## src/rtl/branch_predictor_bht.sv

```systemverilog
// Direct-mapped branch history table with saturating direction counters and stored targets.
// Combinational lookup, edge-applied update, a ptr-driven invalidate sweep, and saturating usage statistics.
module branch_predictor_bht #(
   parameter int XLEN    = 32,
   parameter int ENTRIES = 64,
   parameter int CNT_W   = 2
) (
   input  logic            clk,
   input  logic            reset,
   input  logic [XLEN-1:0] lookup_pc_i,
   input  logic            lookup_en_i,
   output logic            pred_hit_o,
   output logic            pred_taken_o,
   output logic [XLEN-1:0] pred_target_o,
   input  logic            upd_valid_i,
   input  logic [XLEN-1:0] upd_pc_i,
   input  logic            upd_taken_i,
   input  logic [XLEN-1:0] upd_target_i,
   input  logic            upd_mispred_i,
   input  logic            inv_req_i,
   output logic            busy_o,
   output logic [31:0]     stat_lookups_o,
   output logic [31:0]     stat_mispred_o
);

   localparam int IDX_W = $clog2(ENTRIES);
   localparam int TAG_W = XLEN - IDX_W - 2;

   localparam logic [CNT_W-1:0] CNT_MAX  = {CNT_W{1'b1}};
   localparam logic [CNT_W-1:0] CNT_ZERO = {CNT_W{1'b0}};
   localparam logic [CNT_W-1:0] CNT_ONE  = {{(CNT_W-1){1'b0}}, 1'b1};
   localparam logic [CNT_W-1:0] CNT_WEAK = {1'b1, {(CNT_W-1){1'b0}}};
   localparam logic [IDX_W-1:0] PTR_ONE  = {{(IDX_W-1){1'b0}}, 1'b1};
   localparam logic [IDX_W-1:0] PTR_LAST = {IDX_W{1'b1}};
   localparam logic [XLEN-1:0]  PC_STEP  = {{(XLEN-3){1'b0}}, 3'b100};
   localparam logic [31:0]      STAT_MAX = 32'hFFFF_FFFF;

   typedef enum logic [0:0] {
      ST_IDLE  = 1'b0,
      ST_SWEEP = 1'b1
   } state_e;

   state_e             state_q, state_d;
   logic [IDX_W-1:0]   ptr_q, ptr_d;
   logic [ENTRIES-1:0] valid_q, valid_d;
   logic [31:0]        stat_lookups_q, stat_lookups_d;
   logic [31:0]        stat_mispred_q, stat_mispred_d;

   logic [TAG_W-1:0]   tag_q    [ENTRIES];
   logic [XLEN-1:0]    target_q [ENTRIES];
   logic [CNT_W-1:0]   cnt_q    [ENTRIES];

   logic [IDX_W-1:0]   lk_idx_s;
   logic [TAG_W-1:0]   lk_tag_s;
   logic [IDX_W-1:0]   upd_idx_s;
   logic [TAG_W-1:0]   upd_tag_s;
   logic               upd_hit_s;
   logic               upd_act_s;
   logic               cnt_we_s;
   logic               tgt_we_s;
   logic               alloc_s;
   logic [CNT_W-1:0]   cnt_new_s;
   logic               unused_s;

   assign lk_idx_s  = lookup_pc_i[IDX_W+1:2];
   assign lk_tag_s  = lookup_pc_i[XLEN-1:IDX_W+2];
   assign upd_idx_s = upd_pc_i[IDX_W+1:2];
   assign upd_tag_s = upd_pc_i[XLEN-1:IDX_W+2];
   assign unused_s  = ^{lookup_pc_i[1:0], upd_pc_i[1:0]};

   assign busy_o         = (state_q == ST_SWEEP);
   assign stat_lookups_o = stat_lookups_q;
   assign stat_mispred_o = stat_mispred_q;

   // Lookup reads registered table state only, so a same-cycle update is not bypassed.
   always_comb begin
      pred_hit_o    = 1'b0;
      pred_taken_o  = 1'b0;
      pred_target_o = lookup_pc_i + PC_STEP;
      if (valid_q[lk_idx_s] && (tag_q[lk_idx_s] == lk_tag_s) && (state_q == ST_IDLE)) begin
         pred_hit_o   = 1'b1;
         pred_taken_o = cnt_q[lk_idx_s][CNT_W-1];
         if (cnt_q[lk_idx_s][CNT_W-1]) begin
            pred_target_o = target_q[lk_idx_s];
         end else begin
            pred_target_o = lookup_pc_i + PC_STEP;
         end
      end else begin
         pred_hit_o = 1'b0;
      end
   end

   assign upd_hit_s = valid_q[upd_idx_s] && (tag_q[upd_idx_s] == upd_tag_s);
   assign upd_act_s = upd_valid_i && (state_q == ST_IDLE);

   // Update decode: train on a hit, allocate only on a taken miss, drop a not-taken miss.
   always_comb begin
      cnt_we_s  = 1'b0;
      tgt_we_s  = 1'b0;
      alloc_s   = 1'b0;
      cnt_new_s = cnt_q[upd_idx_s];
      if (upd_act_s) begin
         if (upd_hit_s) begin
            cnt_we_s = 1'b1;
            if (upd_taken_i) begin
               tgt_we_s = 1'b1;
               if (cnt_q[upd_idx_s] == CNT_MAX) begin
                  cnt_new_s = CNT_MAX;
               end else begin
                  cnt_new_s = cnt_q[upd_idx_s] + CNT_ONE;
               end
            end else begin
               tgt_we_s = 1'b0;
               if (cnt_q[upd_idx_s] == CNT_ZERO) begin
                  cnt_new_s = CNT_ZERO;
               end else begin
                  cnt_new_s = cnt_q[upd_idx_s] - CNT_ONE;
               end
            end
         end else if (upd_taken_i) begin
            alloc_s   = 1'b1;
            cnt_we_s  = 1'b1;
            tgt_we_s  = 1'b1;
            cnt_new_s = CNT_WEAK;
         end else begin
            cnt_we_s = 1'b0;
         end
      end else begin
         cnt_we_s = 1'b0;
      end
   end

   // Sweep FSM and valid-bit next state.
   always_comb begin
      state_d = state_q;
      ptr_d   = ptr_q;
      valid_d = valid_q;
      case (state_q)
         ST_IDLE: begin
            if (inv_req_i) begin
               state_d = ST_SWEEP;
               ptr_d   = {IDX_W{1'b0}};
            end else begin
               state_d = ST_IDLE;
            end
            if (alloc_s) begin
               valid_d[upd_idx_s] = 1'b1;
            end else begin
               valid_d = valid_q;
            end
         end
         ST_SWEEP: begin
            valid_d[ptr_q] = 1'b0;
            ptr_d          = ptr_q + PTR_ONE;
            if (ptr_q == PTR_LAST) begin
               state_d = ST_IDLE;
            end else begin
               state_d = ST_SWEEP;
            end
         end
         default: begin
            state_d = ST_IDLE;
            ptr_d   = {IDX_W{1'b0}};
         end
      endcase
   end

   // Statistics keep counting through a sweep and stick at all-ones.
   always_comb begin
      stat_lookups_d = stat_lookups_q;
      stat_mispred_d = stat_mispred_q;
      if (lookup_en_i && (stat_lookups_q != STAT_MAX)) begin
         stat_lookups_d = stat_lookups_q + 32'd1;
      end else begin
         stat_lookups_d = stat_lookups_q;
      end
      if (upd_valid_i && upd_mispred_i && (stat_mispred_q != STAT_MAX)) begin
         stat_mispred_d = stat_mispred_q + 32'd1;
      end else begin
         stat_mispred_d = stat_mispred_q;
      end
   end

   // Control state: reset wins over sweep, updates and invalidate requests.
   always_ff @(posedge clk) begin
      if (reset) begin
         state_q        <= ST_IDLE;
         ptr_q          <= {IDX_W{1'b0}};
         valid_q        <= {ENTRIES{1'b0}};
         stat_lookups_q <= 32'd0;
         stat_mispred_q <= 32'd0;
      end else begin
         state_q        <= state_d;
         ptr_q          <= ptr_d;
         valid_q        <= valid_d;
         stat_lookups_q <= stat_lookups_d;
         stat_mispred_q <= stat_mispred_d;
      end
   end

   // Payload arrays carry no reset; they are only meaningful behind a set valid bit.
   always_ff @(posedge clk) begin
      if (!reset && cnt_we_s) begin
         cnt_q[upd_idx_s] <= cnt_new_s;
      end
      if (!reset && tgt_we_s) begin
         target_q[upd_idx_s] <= upd_target_i;
      end
      if (!reset && alloc_s) begin
         tag_q[upd_idx_s] <= upd_tag_s;
      end
   end

endmodule
```

## config.mk

```make
export PLATFORM = sky130hd
export DESIGN_NAME = branch_predictor_bht
export DESIGN_NICKNAME = d
export VERILOG_FILES = /design/src/rtl/branch_predictor_bht.sv
export SDC_FILE = /design/constraint.sdc
export NUM_CORES = 2
export LEC_CHECK = 0
export BUFFER_PORTS_ARGS = -buffer_cell sky130_fd_sc_hd__buf_2
export CAP_MARGIN = 25
export CORE_AREA = 2 2 540 542
export DETAILED_ROUTE_END_ITERATION = 6
export DIE_AREA = 0 0 542 544
export PLACE_DENSITY_LB_ADDON = 0.08
export SYNTH_ARGS = -nofsm -noshare
export SYNTH_HDL_FRONTEND = slang
export SYNTH_SLANG_ARGS = --single-unit
export TNS_END_PERCENT = 50
```

## constraint.sdc

```tcl
create_clock -name clk -period 6.14 [get_ports clk]
set_input_delay 0.614 -clock clk [delete_from_list [all_inputs] [get_ports clk]]
set_output_delay 0.614 -clock clk [all_outputs]
set_load 0.1 [all_outputs]
```

==> impl_metrics.json <==
{
  "drive_above_1_share_pct": 31.79,
  "fmax_mhz": 160.7,
  "gp_congestion": 1.040,
  "syn_inst": 8570,
  "critPathArrivalTime_ps": 5610,
  "fill_cells": 19400,
  "synth_top_area_cell": "edfxtp_1",
  "finalSetupViolCount": 7,
  "crit_fanout": 41,
  "p_leak_nw": 61.05,
  "required_ps": 5530,
  "clock_path_buffers": 4,
  "gr-total-overflow": 0,
  "min_period_ps": 6224,
  "hpwl_um": 373600,
  "synthesis.nets": 8677,
  "num_vias": 101400,
  "drtPass1Iterations": 7,
  "yosysMostFrequentCell": "edfxtp_1",
  "grt_pass1_wl_um": 810100,
  "wl_per_cell_um": 44.40,
  "async_flop_share_pct": 0,
  "slew_violations": 0,
  "final_cells": 13480,
  "multiInputGateArea_mm2": 0.04794,
  "path_clk_slew_ps": 60,
  "worst_pin_slew_ps": 1102,
  "rows": 198,
  "first_global_vias": 97380,
  "insertion_delay_ps": 960,
  "powerDensity_mw_per_mm2": 297.8,
  "ir_drop_uv": 361.8,
  "synth_top_cells_by_area": "edfxtp_1 68%, mux4_2 16%, mux2i_1 2.4%",
  "yosysWarnings": 0,
  "grtUsageTotal_pct": 40.49,
  "synth_seq_cells": 3847,
  "hold_violations": 0,
  "syn_to_final_growth_pct": 15.40,
  "crit_path_end_kind": "output pin",
  "violations": "DRC, setup timing",
  "io_pins": 202,
  "antenna_left": 0,
  "dr.first_iter.drc_count": 19010,
  "finalCritPeriodShare_pct": 101.4,
  "rsz0062_at_grt": "no",
  "htree_levels": 5,
  "timing_worst_setup_path_type": "primary input to output pin",
  "fin_worst_skew_ps": 47.54,
  "ys_types": 86,
  "die_w_um": 542,
  "syn_area_per_cell_um2": 19.16,
  "synth_edf_count": 3712,
  "setup_ws_ps": -84.37,
  "synth_common_cells": "3712 x edfxtp_1, 1180 x mux4_2, 390 x mux2i_1, 305 x nor2_1, 285 x nand2_1",
  "fp.coreArea_mm2": 0.2894,
  "cts_tree": "done",
  "clock_tree.root_cell": "clkbuf_16",
  "dp_slack_ps": -31.03,
  "start_util_pct": 56.76,
  "place.port_buffers": 199,
  "dp.cells": 12730,
  "cts_buffers": 387,
  "post_cts_buffers": 0,
  "antenna_found_initial": 56,
  "max-cap-violations": 0,
  "slew_headroom_pct": 26.36,
  "cp-start-kind": "primary input",
  "vias_per_cell": 7.518,
  "drt-total-wl_um": 598600,
  "syn_area_mm2": 0.1642,
  "seqCellArea_mm2": 0.1142,
  "status": "finished, violations left",
  "dieArea_mm2": 0.2948,
  "layout.nets": 9436,
  "yosys.area.top_type_share_pct": 67.87,
  "ys_seq_area_share_pct": 69.52,
  "drc": 2,
  "fp.dieH_um": 544,
  "grt_max_degree": 134,
  "synth_top_flop_cell": "edfxtp_1",
  "cts_sinks": 3847,
  "hold_class": "primary input to flip-flop"
}
==> kinds of logic (layout without fill, tap and decap cells) <==
kind of cell / count (synthesis) / in the layout / synth area share [%]
xor+xnor: 125 / 125 / 0.6666
compound gates: 1155 / 1155 / 5.143
other cells: 0 / 40 / 0
mux: 1689 / 1689 / 19.37
fa+ha+maj: 5 / 5 / 0.03657
simple gates: 1080 / 1080 / 3.238
buf+inv: 669 / 1740 / 2.024
flops: 3847 / 3847 / 69.52
==> state kept, by name (all words and copies together), names as in the netlist <==
name and flops:
valid_q 64, busy_o 1, cnt_q 128, tag_q 1536
stat_mispred_o 32, stat_lookups_o 32, target_q 2048, ptr_q 6
==> routing by layer <==
metal	vias to the layer above	GRT usage [%]	wire length, µm
li1	37950	-	-
met1	52510	54.05	206000
met2	8943	59.33	264800
met3	1924	11.24	81910
met4	28	25.73	45650
met5	-	0	195
==> critical path, cell delays in order <==
cell and delay [ps]:
buf_8 220, or3b_2 860, o22ai_1 350, o22ai_1 140, a211oi_1 700, o21bai_1 220
buf_4 250, xnor2_1 140, nand4_1 120, nor4_2 300, buf_4 180, and3_2 290
buf_12 190, mux2_2 350, buf_2 490
==> repair_timing <==
action,in CTS,in global routing
resized for setup,1,6
hold buffers,1,1
endpoints found under the setup margin,5,32
endpoints found under the hold margin,1,1
==> worst paths after layout <==
| check | from | to | slack, ps | cells after the start |
|---|---|---|---|---|
| worst max-delay path | lookup_pc_i[4] | pred_target_o[8] | -80 | 15 |
| worst max register to register | tag_q[48][12]$_DFFE_PP_ | tag_q[34][22]$_DFFE_PP_ | 890 | 15 |
| worst min-delay path | inv_req_i | ptr_q[1]$_SDFFE_PP0P_ | 110 | 4 |
| worst min register to register | valid_q[6]$_SDFFE_PP0P_ | valid_q[6]$_SDFFE_PP0P_ | 480 | 2 |
==> cells in the final DEF, fill, tap and decap left out, drive strengths merged, types with 22 or more instances in the layout <==
master	instances
nor4	25
a31oi	48
and2	22
o21ai	137
o22a	31
xnor2	58
diode	40
clkbuf	475
buf	1016
a22oi	188
a21oi	168
clkinv	165
a221oi	161
mux2	119
nor3	43
nor2	305
o22ai	120
inv	33
nand3	96
a22o	57
nand2	285
dfxtp	135
xor2	67
bufinv	31
nand4	97
o2111a	55
mux2i	390
a221o	29
nor2b	33
nand2b	30
mux4	1180
edfxtp	3712
a211oi	32
and3	37
==> report_power, final <==
| group | internal, mW | leakage (nW) | switching, mW |
|---|---|---|---|
| logic | 1.56 | 20.6 | 2.84 |
| registers | 28.8 | 34.4 | 0.0135 |
| clock network | 13.1 | 5.96 | 10.1 |
==> through the flow <==
stage                     area, µm²  hold WS, ps  setup TNS [ps]  utilization, %  total power, mW
after floorplan              164200        434.1               0               -            31.59
after global placement       177000        464.8          -208.0           61.18            33.56
after detailed placement     177100        470.6          -98.34           61.19            33.61
after CTS                    189300        76.80               0           65.41            56.35
after global routing         189500        123.2               0           65.48            57.55
final                        189500        110.4          -304.6           65.50            56.45
==> area by class of cell <==
cell class	count	area share, %
clock inverter	226	1.029
clock buffer	475	5.396
multi-input combinational	4054	25.29
sequential	3847	60.24
tap	3800	2.509
timing repair buffer	1018	5.435
antenna	40	0.05281
inverter	21	0.04423
(Power assumes the default switching activity.)
